### config.mk
export PLATFORM = sky130hd
export DESIGN_NAME = binop_sched
export DESIGN_NICKNAME = d
export VERILOG_FILES = /design/src/rtl/binop_sched.sv
export SDC_FILE = /design/constraint.sdc
export NUM_CORES = 1
export LEC_CHECK = 0
export CAP_MARGIN = 20
export CORE_MARGIN = 1
export CORE_UTILIZATION = 31
export DETAILED_ROUTE_END_ITERATION = 10
export SETUP_SLACK_MARGIN = 0.05
export SYNTH_ARGS = -nofsm -noshare
export SYNTH_HDL_FRONTEND = slang
export SYNTH_SLANG_ARGS = --single-unit
### constraint.sdc
create_clock -name CLK -period 7.3 [get_ports CLK]
set_clock_uncertainty 0.05 [all_clocks]
set_input_delay 0.73 -clock CLK [delete_from_list [all_inputs] [get_ports CLK]]
set_output_delay 0.73 -clock CLK [all_outputs]
set_load 0.05 [all_outputs]
### src/rtl/binop_sched.sv
// binop_sched: two-requester arithmetic scheduler with a single shared
// ADD/SUB/MUL/DIV unit. One operation is in flight at a time. DIV uses a
// restoring divider that retires one quotient bit per cycle.
//
// Optional feature macro: BINOP_SCHED_REM_EN
//   defined   -> RES_REM carries the DIV remainder (0 for ADD/SUB/MUL,
//                zero-extended A for DIV by zero)
//   undefined -> RES_REM is constant 0 and no remainder output register exists
//
// Handshake: a request transfers on a rising edge where REQn_VALID and
// REQn_READY are both high; a result transfers on a rising edge where
// RES_VALID and RES_READY are both high. VALID never depends on READY of
// the same channel, and once RES_VALID is high the result fields stay
// stable until the transfer.
//
// DBG_STATE exposes the FSM state (0=IDLE, 1=DIV, 2=DONE).
module binop_sched #(
    parameter int NA = 8,
    parameter int NB = 16
) (
    input  logic          CLK,
    input  logic          RST,
    input  logic          REQ0_VALID,
    input  logic          REQ1_VALID,
    output logic          REQ0_READY,
    output logic          REQ1_READY,
    input  logic [1:0]    REQ0_OP,
    input  logic [1:0]    REQ1_OP,
    input  logic [NA-1:0] REQ0_A,
    input  logic [NA-1:0] REQ1_A,
    input  logic [NB-1:0] REQ0_B,
    input  logic [NB-1:0] REQ1_B,
    output logic          RES_VALID,
    input  logic          RES_READY,
    output logic [NB-1:0] RES_DATA,
    output logic          RES_ID,
    output logic          RES_DIVZ,
    output logic [NB-1:0] RES_REM,
    output logic [1:0]    DBG_STATE
);

    localparam int CW = $clog2(NB + 1);

    localparam logic [1:0] OP_ADD = 2'd0;
    localparam logic [1:0] OP_SUB = 2'd1;
    localparam logic [1:0] OP_MUL = 2'd2;
    localparam logic [1:0] OP_DIV = 2'd3;

    typedef enum logic [1:0] {
        S_IDLE = 2'd0,
        S_DIV  = 2'd1,
        S_DONE = 2'd2
    } state_t;

    state_t        state;
    state_t        state_nxt;

    // Requester granted most recently; reset to 1 so requester 0 wins first
    logic          last_grant;
    logic          grant0;
    logic          grant1;
    logic          accept;
    logic          sel;

    logic [1:0]    sel_op;
    logic [NB-1:0] sel_a_ext;
    logic [NB-1:0] sel_b;
    logic          sel_is_div;
    logic          sel_bzero;
    logic [NB-1:0] alu_res;

    // Divider working registers
    logic [NB-1:0] quot;
    logic [NB-1:0] part;
    logic [NB-1:0] divisor;
    logic [CW-1:0] cnt;
    logic          div_last;

    logic [NB:0]   shifted;
    logic [NB-1:0] diff;
    logic          ge;
    logic [NB-1:0] part_nxt;
    logic [NB-1:0] quot_nxt;

    // Result registers
    logic [NB-1:0] res_data_q;
    logic          res_id_q;
    logic          res_divz_q;
`ifdef BINOP_SCHED_REM_EN
    logic [NB-1:0] res_rem_q;
`endif

    // Round-robin arbitration: a lone requester wins; on contention the
    // requester that was not granted last wins.
    always_comb begin
        grant0 = REQ0_VALID && (!REQ1_VALID || last_grant);
        grant1 = REQ1_VALID && (!REQ0_VALID || !last_grant);
    end

    // Operand selection from the granted requester
    always_comb begin
        sel        = REQ1_READY;
        accept     = REQ0_READY || REQ1_READY;
        sel_op     = sel ? REQ1_OP : REQ0_OP;
        sel_a_ext  = sel ? NB'(REQ1_A) : NB'(REQ0_A);
        sel_b      = sel ? REQ1_B : REQ0_B;
        sel_is_div = (sel_op == OP_DIV);
        sel_bzero  = (sel_b == '0);
    end

    // Single-cycle ALU; the DIV slot yields the divide-by-zero quotient
    always_comb begin
        alu_res = '0;
        case (sel_op)
            OP_ADD:  alu_res = sel_a_ext + sel_b;
            OP_SUB:  alu_res = sel_a_ext - sel_b;
            OP_MUL:  alu_res = sel_a_ext * sel_b;
            default: alu_res = '1;
        endcase
    end

    // One restoring-division step: shift in the next dividend bit, subtract
    // the divisor when it fits, and shift the outcome into the quotient.
    always_comb begin
        shifted  = {part, quot[NB-1]};
        ge       = (shifted >= {1'b0, divisor});
        diff     = shifted[NB-1:0] - divisor;
        part_nxt = ge ? diff : shifted[NB-1:0];
        quot_nxt = {quot[NB-2:0], ge};
        div_last = (cnt == CW'(NB - 1));
    end

    // FSM state register
    always_ff @(posedge CLK or posedge RST) begin
        if (RST) begin
            state <= S_IDLE;
        end else begin
            state <= state_nxt;
        end
    end

    // FSM next-state logic
    always_comb begin
        state_nxt = state;
        case (state)
            S_IDLE: begin
                if (accept) begin
                    state_nxt = (sel_is_div && !sel_bzero) ? S_DIV : S_DONE;
                end
            end
            S_DIV: begin
                if (div_last) begin
                    state_nxt = S_DONE;
                end
            end
            S_DONE: begin
                if (RES_READY) begin
                    state_nxt = S_IDLE;
                end
            end
            default: state_nxt = S_IDLE;
        endcase
    end

    // FSM outputs: grants only in IDLE and never during reset
    always_comb begin
        REQ0_READY = 1'b0;
        REQ1_READY = 1'b0;
        if ((state == S_IDLE) && !RST) begin
            REQ0_READY = grant0;
            REQ1_READY = grant1;
        end
        RES_VALID = (state == S_DONE);
        DBG_STATE = state;
    end

    // Datapath: capture on acceptance, iterate the divider, load results
    always_ff @(posedge CLK or posedge RST) begin
        if (RST) begin
            last_grant <= 1'b1;
            quot       <= '0;
            part       <= '0;
            divisor    <= '0;
            cnt        <= '0;
            res_data_q <= '0;
            res_id_q   <= 1'b0;
            res_divz_q <= 1'b0;
`ifdef BINOP_SCHED_REM_EN
            res_rem_q  <= '0;
`endif
        end else begin
            case (state)
                S_IDLE: begin
                    if (accept) begin
                        last_grant <= sel;
                        res_id_q   <= sel;
                        if (!sel_is_div) begin
                            res_data_q <= alu_res;
                            res_divz_q <= 1'b0;
`ifdef BINOP_SCHED_REM_EN
                            res_rem_q  <= '0;
`endif
                        end else if (sel_bzero) begin
                            res_data_q <= alu_res;
                            res_divz_q <= 1'b1;
`ifdef BINOP_SCHED_REM_EN
                            res_rem_q  <= sel_a_ext;
`endif
                        end else begin
                            quot       <= sel_a_ext;
                            part       <= '0;
                            divisor    <= sel_b;
                            cnt        <= '0;
                            res_divz_q <= 1'b0;
                        end
                    end
                end
                S_DIV: begin
                    quot <= quot_nxt;
                    part <= part_nxt;
                    cnt  <= cnt + CW'(1);
                    if (div_last) begin
                        res_data_q <= quot_nxt;
`ifdef BINOP_SCHED_REM_EN
                        res_rem_q  <= part_nxt;
`endif
                    end
                end
                default: begin
                end
            endcase
        end
    end

    // Result ports
    always_comb begin
        RES_DATA = res_data_q;
        RES_ID   = res_id_q;
        RES_DIVZ = res_divz_q;
`ifdef BINOP_SCHED_REM_EN
        RES_REM  = res_rem_q;
`else
        RES_REM  = '0;
`endif
    end

endmodule

==> run metrics, run 1 <==
Die Height 169 um; Clock Sinks 74; iteration-0 DRC count of the detailed router 679; Fin. Hold Viols 0; DR vias 7773; CP Launch Type primary input; setup violation total in the final timing report 0; max-slew violations 0; Ports 96; Sw Share 51.9%; Core ar. 27300 sq um; RePlAce Congestion 0.894; drt pass-1 iters 5; worst setup path start REQ1_VALID; gr ovfl total 0; clock network power share 8.2%; Arr. time, crit path 6.57 ns; Fillers 2826; crit-path max FO 20; RSZ-0062 raised after global routing false; initial antenna violation count 0; Reg clk slew, reported paths 0.06 ns; slew at the pin closest to its max-slew limit 0.982 ns; VDD IR max 0.273 mV; clock latency on the worst-skew pair 0.35 ns; minimum clock period 6.38 ns; Synth Instances 1054; H-tree levels 3; WS Path Type in2reg; via count of the first global-routing pass 7548; worst rel slew slack 34.5%; Routed WL 26900 um; fmax 157 MHz; Leak 0.00467 uW; fin crit share 87.5%; CTS buffer count 9; Layout Nets 1298; Post-Syn Area per Cell 8.24 sq um; clk root buf clkbuf_16; num rows 60; Placed Instances 1488; drc violations 0; min-delay worst type reg2reg; Routed Antenna Nets 0; global-route wire length before repair 42500 um; Synth Flop Type dfrtp_1; async set or reset register ratio after synthesis 100%; initial core utilization 31.9%; min-delay src divisor[13]$_DFFE_PP0P_; Post-synth EDFFs 0; routed vias/inst 5.17; Post-Route Utilization 37.4%; yosys warns 0; hold_buf cts 0; layout cell share with drive strength beyond 1 7.42%; die width 169 um; post_cts resized 0; Min-Delay Endpoint divisor[13]$_DFFE_PP0P_; area delta synth->final 17.3%; crit end category register; max cap viols 0; Seq/Total Area, Yosys 21.3%; Setup Total Neg Slack 0 ns; FF-to-FF path depth 21; Post-CTS Setup Inserts 0; most frequent cells in the layout nor2_1, inv_1, nand2_1, clkdlybuf4s50_1, dfrtp_1; Comb pwr share 78.5%; flop-to-flop setup slack 1.28 ns; routed len/inst 17.9 um; GRT Overall Usage 19.2%; Power Dens Cells 556 nW/um^2; RR Endpoint RES_DATA[15]$_DFFE_PP0P_; Detailed Place HPWL 21300 um; r2r startpoint DBG_STATE[1]$_DFFE_PP0P_; outcome finished, final reports clean; synthesized cell area 8680 sq um; port bufs 79; commonest non-fill, non-tap cell in the layout nor2_1; CTS Buffer Depth 2; CTS tree yes; post-route cell area 10200 sq um; Yosys cell types 80; Flop pwr share 13.2%; final cell count without fillers 1504; WP data required 7.49 ns; die area 28700 sq um; largest net degree at the start of global routing 75; cell internal pwr 2730 uW; #FFs+latches synth 74; placed instance area 9890 sq um; n_diodes 0; Min-Delay Path Depth 2; Sw Pwr 2940 uW
routing by layer:
| metal | routed length (um) | up-vias | part of all wire (%) | GRT usage (%) |
|---|---|---|---|---|
| li1 | - | 3704 | - | - |
| met1 | 13000 | 3736 | 48 | 28.0 |
| met2 | 11900 | 296 | 44 | 29.9 |
| met3 | 1360 | 37 | 5.1 | 1.63 |
| met4 | 547 | 0 | 2.0 | 5.99 |
| met5 | 0 | - | 0 | 0 |
synth_stat cells, drive strengths merged, types with 11 or more instances:
library cell,count,share of area [%]
nor2,127,5.5
inv,117,5.1
nand2,112,4.9
dfrtp,73,21
fa,62,14
o21ai,55,3.2
ha,52,7.5
mux2i,43,5.0
xnor2,40,4.0
buf,37,3.0
a21oi,35,2.1
nor3,27,1.8
clkbuf,25,1.1
a31oi,20,1.4
nand3,20,1.2
nand2b,17,1.2
nor4,16,1.2
or2,15,1.1
xor2,15,1.5
o211ai,13,1.2
o21a,11,0.95
o221ai,11,1.1
worst max-delay path, cell delays in order:
cell	delay (ns)
clkdlybuf4s50_1	0.49
a21boi_4	0.20
nand2_2	0.37
mux2i_1	0.23
buf_4	0.21
or2_2	0.31
fa_1	0.50
fa_1	0.55
inv_1	0.06
fa_1	0.53
inv_1	0.05
fa_1	0.53
inv_1	0.04
ha_1	0.36
nand2_1	0.08
a2bb2oi_1	0.16
a211oi_1	0.33
nor2_1	0.10
a211oi_1	0.26
nor2b_1	0.16
mux2i_1	0.11
a31o_1	0.20
power by group through the flow:
stage	registers, uW	logic (uW)	clock network, uW
after floorplan	866	3240	0
after global placement	748	4330	0
after detailed placement	752	4410	0
after CTS	746	4430	476
after global routing	771	4950	493
final	748	4450	467
layout make-up:
class                      count  area, sq um  area share, %
clock buffer                   9          225           2.21
clock inverter                 7         77.6          0.761
inverter                     117          439           4.31
multi-input combinational    816         6110           59.9
sequential                    74         1850           18.2
tap                          372          465           4.57
timing repair buffer         109         1020           10.0
how the worst max path moves through the flow:
| stage | end | slack [ns] | cells after the start |
|---|---|---|---|
| after global routing | RES_DATA[15]$_DFFE_PP0P_ | 0.61 | 22 |
| final | RES_DATA[15]$_DFFE_PP0P_ | 0.92 | 22 |
| after global placement | RES_DATA[15]$_DFFE_PP0P_ | 0.66 | 22 |
| after detailed placement | RES_DATA[15]$_DFFE_PP0P_ | 0.58 | 22 |
| after CTS | RES_DATA[15]$_DFFE_PP0P_ | 0.93 | 22 |
| after floorplan | RES_DATA[14]$_DFFE_PP0P_ | 1.06 | 23 |
through the flow:
stage,worst slack (ns),hold WS (ns),power [uW]
after global placement,0.658,0.410,5070
after detailed placement,0.576,0.419,5160
after global routing,0.607,0.450,6210
after floorplan,1.06,0.396,4100
after CTS,0.935,0.435,5660
final,0.915,0.433,5660
kinds of logic (layout without fill, tap and decap cells):
family,count (synthesis),count (layout),synth area share (%)
buf+inv,179,242,9.09
xor+xnor,55,55,5.55
mux,43,43,5.00
fa+ha+maj,114,114,21.8
compound gates,208,208,16.3
flops,74,74,21.3
simple gates,380,380,20.9
other cells,1,16,0.0432
sequential cells by signal, indices dropped and copies added (netlist names):
register / count
cnt: 5
RES_DIVZ: 1
RES_DATA: 16
DBG_STATE: 2
RES_ID: 1
part: 16
last_grant: 1
quot: 16
divisor: 16
No activity file was read; power rests on OpenSTA's default activity.
==> run 2: changes to the inputs <==
--- a/config.mk
+++ b/config.mk
@@ -10,6 +10,7 @@
 export CORE_UTILIZATION = 31
 export DETAILED_ROUTE_END_ITERATION = 10
 export SETUP_SLACK_MARGIN = 0.05
+export SKIP_CTS_REPAIR_TIMING = 1
 export SYNTH_ARGS = -nofsm -noshare
 export SYNTH_HDL_FRONTEND = slang
 export SYNTH_SLANG_ARGS = --single-unit
==> results of run 2 <==
The final DEF is identical to that of run 1; final timing and power are the same.
==> variant: new RTL, settings of run 2 <==
Remove the case item `OP_MUL` of the case on `sel_op`.
--- a/src/rtl/binop_sched.sv
+++ b/src/rtl/binop_sched.sv
@@ -115,5 +115,4 @@
             OP_ADD:  alu_res = sel_a_ext + sel_b;
             OP_SUB:  alu_res = sel_a_ext - sel_b;
-            OP_MUL:  alu_res = sel_a_ext * sel_b;
             default: alu_res = '1;
         endcase
Behaviour: not the same (a bounded check fails within 4 cycles, from zero or initial values and one cycle with RST high).
==> variant against run 2 <==
Sequential power decreased by 2%; sequential share of layout area increased by 8.8 points; final area decreased by 33%; power decreased by 47%; combinational power decreased by 59%; sequential cell count unchanged; worst setup slack improved by 1.4 ns; maximum frequency increased by 29%; worst hold slack got worse by 0.0039 ns; wire length decreased by 40%; area after synthesis decreased by 35%; largest cell class unchanged; highest routed layer unchanged.
==> variant: results (changes against run 2) <==
* Total GRT Usage at 18.1% (-1.1 points)
* Min-Delay Path Depth at 2 (unchanged)
* Routed vias/inst at 5.22 (+1.0%)
* Synth warn at 0 (unchanged)
* Sequential share of the synthesized area at 33.0% (+12 points)
* Clock transition at path regs at ~0.070 ns
* Fill count at 1762 (-38%)
* Status: finished, final reports clean
* Area delta synth->final at 22.2%
* Placed Instances at 943 (-37%)
* Synth area leaders: dfrtp_1 (33%), nand2_1 (6.4%), ha_1 (6.0%)
* Max FO, Critical Path at 26 (+30%)
* Share of cells above drive strength 1 at 7.22% (-0.20 points)
* Metal2 WL at 7100 microns (-41%)
* Most used DFF post-synth: dfrtp_1
* GP Congestion at 0.857 (-4.1%)
* Reg2reg start: DBG_STATE[0]$_DFFE_PP0P_
* Worst-case reg-to-reg path depth at 17 (-19%)
* # H-tree levels at 3 (unchanged)
* Static Leak at 0.00306 uW (-34%)
* I/O Buffers at 79 (unchanged)
* Synth cell count leaders: nand2_1 (96), dfrtp_1 (73), o21ai_0 (40)
* WP data arrival at 5.15 ns (-1.42 ns)
* Distinct cells, synth at 83 (+3.8%)
* Min-Delay Path Class: reg2reg
* Clk_lat worst skew at 0.35 ns (about the same)
* DR iter-0 viols at 346 (-49%)
* Met3 routed WL at 771 microns (-43%)
* Worst-Margin Slew at 0.968 ns (-0.0135 ns)
* Root Buffer: clkbuf_16
* Max Buffers Root-to-Sink at 2 (unchanged)
* Antenna violations before repair at 0 (unchanged)
* DP Area at 6560 sq um (-34%)
* Total iterations of the first detailed-routing run at 5 (unchanged)
* Top Metal Used: met4
* Via Count at 5007 (-36%)
* Vias in the first global route at 4706 (-38%)
* WL final at 16000 microns (-40%)
* Mean Syn Cell Area at 8.49 sq um (+3.0%)
* Hold Crit Endpoint: divisor[10]$_DFFE_PP0P_
* Half-perimeter wire length after placement at 12100 microns (-43%)
* CP startpoint: REQ1_VALID
* First-pass GRT wire length at 25700 microns (-39%)
* Max VDD drop at 0.000220 V (-19%)
* Net count reported at finish at 815 (-37%)
* N_diodes at 0 (unchanged)
* CTS Buf Count at 9 (unchanged)
* R2r setup slk at 2.68 ns (+1.40 ns)
* CP endpoint: RES_DATA[15]$_DFFE_PP0P_
* Worst Hold Launch: divisor[10]$_DFFE_PP0P_
* Post-synthesis async set-or-reset flop share at 100% (unchanged)
* Largest net degree at the start of global routing at 60 (-20%)
* Metal1 wirelength at 7820 microns (-40%)
variant: through the flow:
| stage | setup slack, ns | hold WS, ns |
|---|---|---|
| after global routing | 1.90 | 0.451 |
| after floorplan | 2.14 | 0.399 |
| after detailed placement | 2.00 | 0.422 |
| after global placement | 2.11 | 0.411 |
| after CTS | 2.36 | 0.435 |
| final | 2.35 | 0.429 |
variant: area by class of cell:
type                    count  area share, %
multi-input cells         527           50.4
repair buffers             87           12.4
clock buffers              10           3.48
flip-flops and latches     74           27.0
clock inverters             6          0.912
inverters                  30           1.64
well taps                 225           4.11
variant: cell families (layout without fill, tap and decap cells):
family,after synthesis,in the layout,synth area share [%]
AND/OR/NAND/NOR,242,242,21.7
buffers and inverters,75,133,6.60
other,1,16,0.0668
adder cells (fa/ha/maj),29,29,6.73
flip-flops,74,74,33.0
AO/OA/AOI/OAI,172,172,20.2
XOR/XNOR,35,35,5.60
multiplexers,33,33,6.13
variant: metal layers:
| layer | vias up | track usage (%) |
|---|---|---|
| met2 | 158 | 26.8 |
| met5 | - | 0 |
| met1 | 2348 | 26.5 |
| met3 | 19 | 2.93 |
| met4 | 0 | 6.11 |
| li1 | 2482 | - |
variant: worst max-delay path: stages:
cell and delay [ns]:
clkdlybuf4s50_1 0.48, a21boi_2 0.38, nand2_2 0.11, inv_2 0.38
mux2i_1 0.35, ha_1 0.42, nor2_1 0.10, xor2_1 0.16
ha_1 0.33, o21a_1 0.18, o31a_1 0.12, o31a_1 0.27
o311a_1 0.34, o221a_4 0.29, nand3_4 0.07, nor3_2 0.05
xnor2_1 0.14, a221oi_2 0.24
variant: power breakdown:
part	leakage, uW	total, uW	switching [uW]	internal (uW)
registers	0.000936	733	139	594
clock network	0.000153	460	185	275
logic	0.00197	1820	1090	724
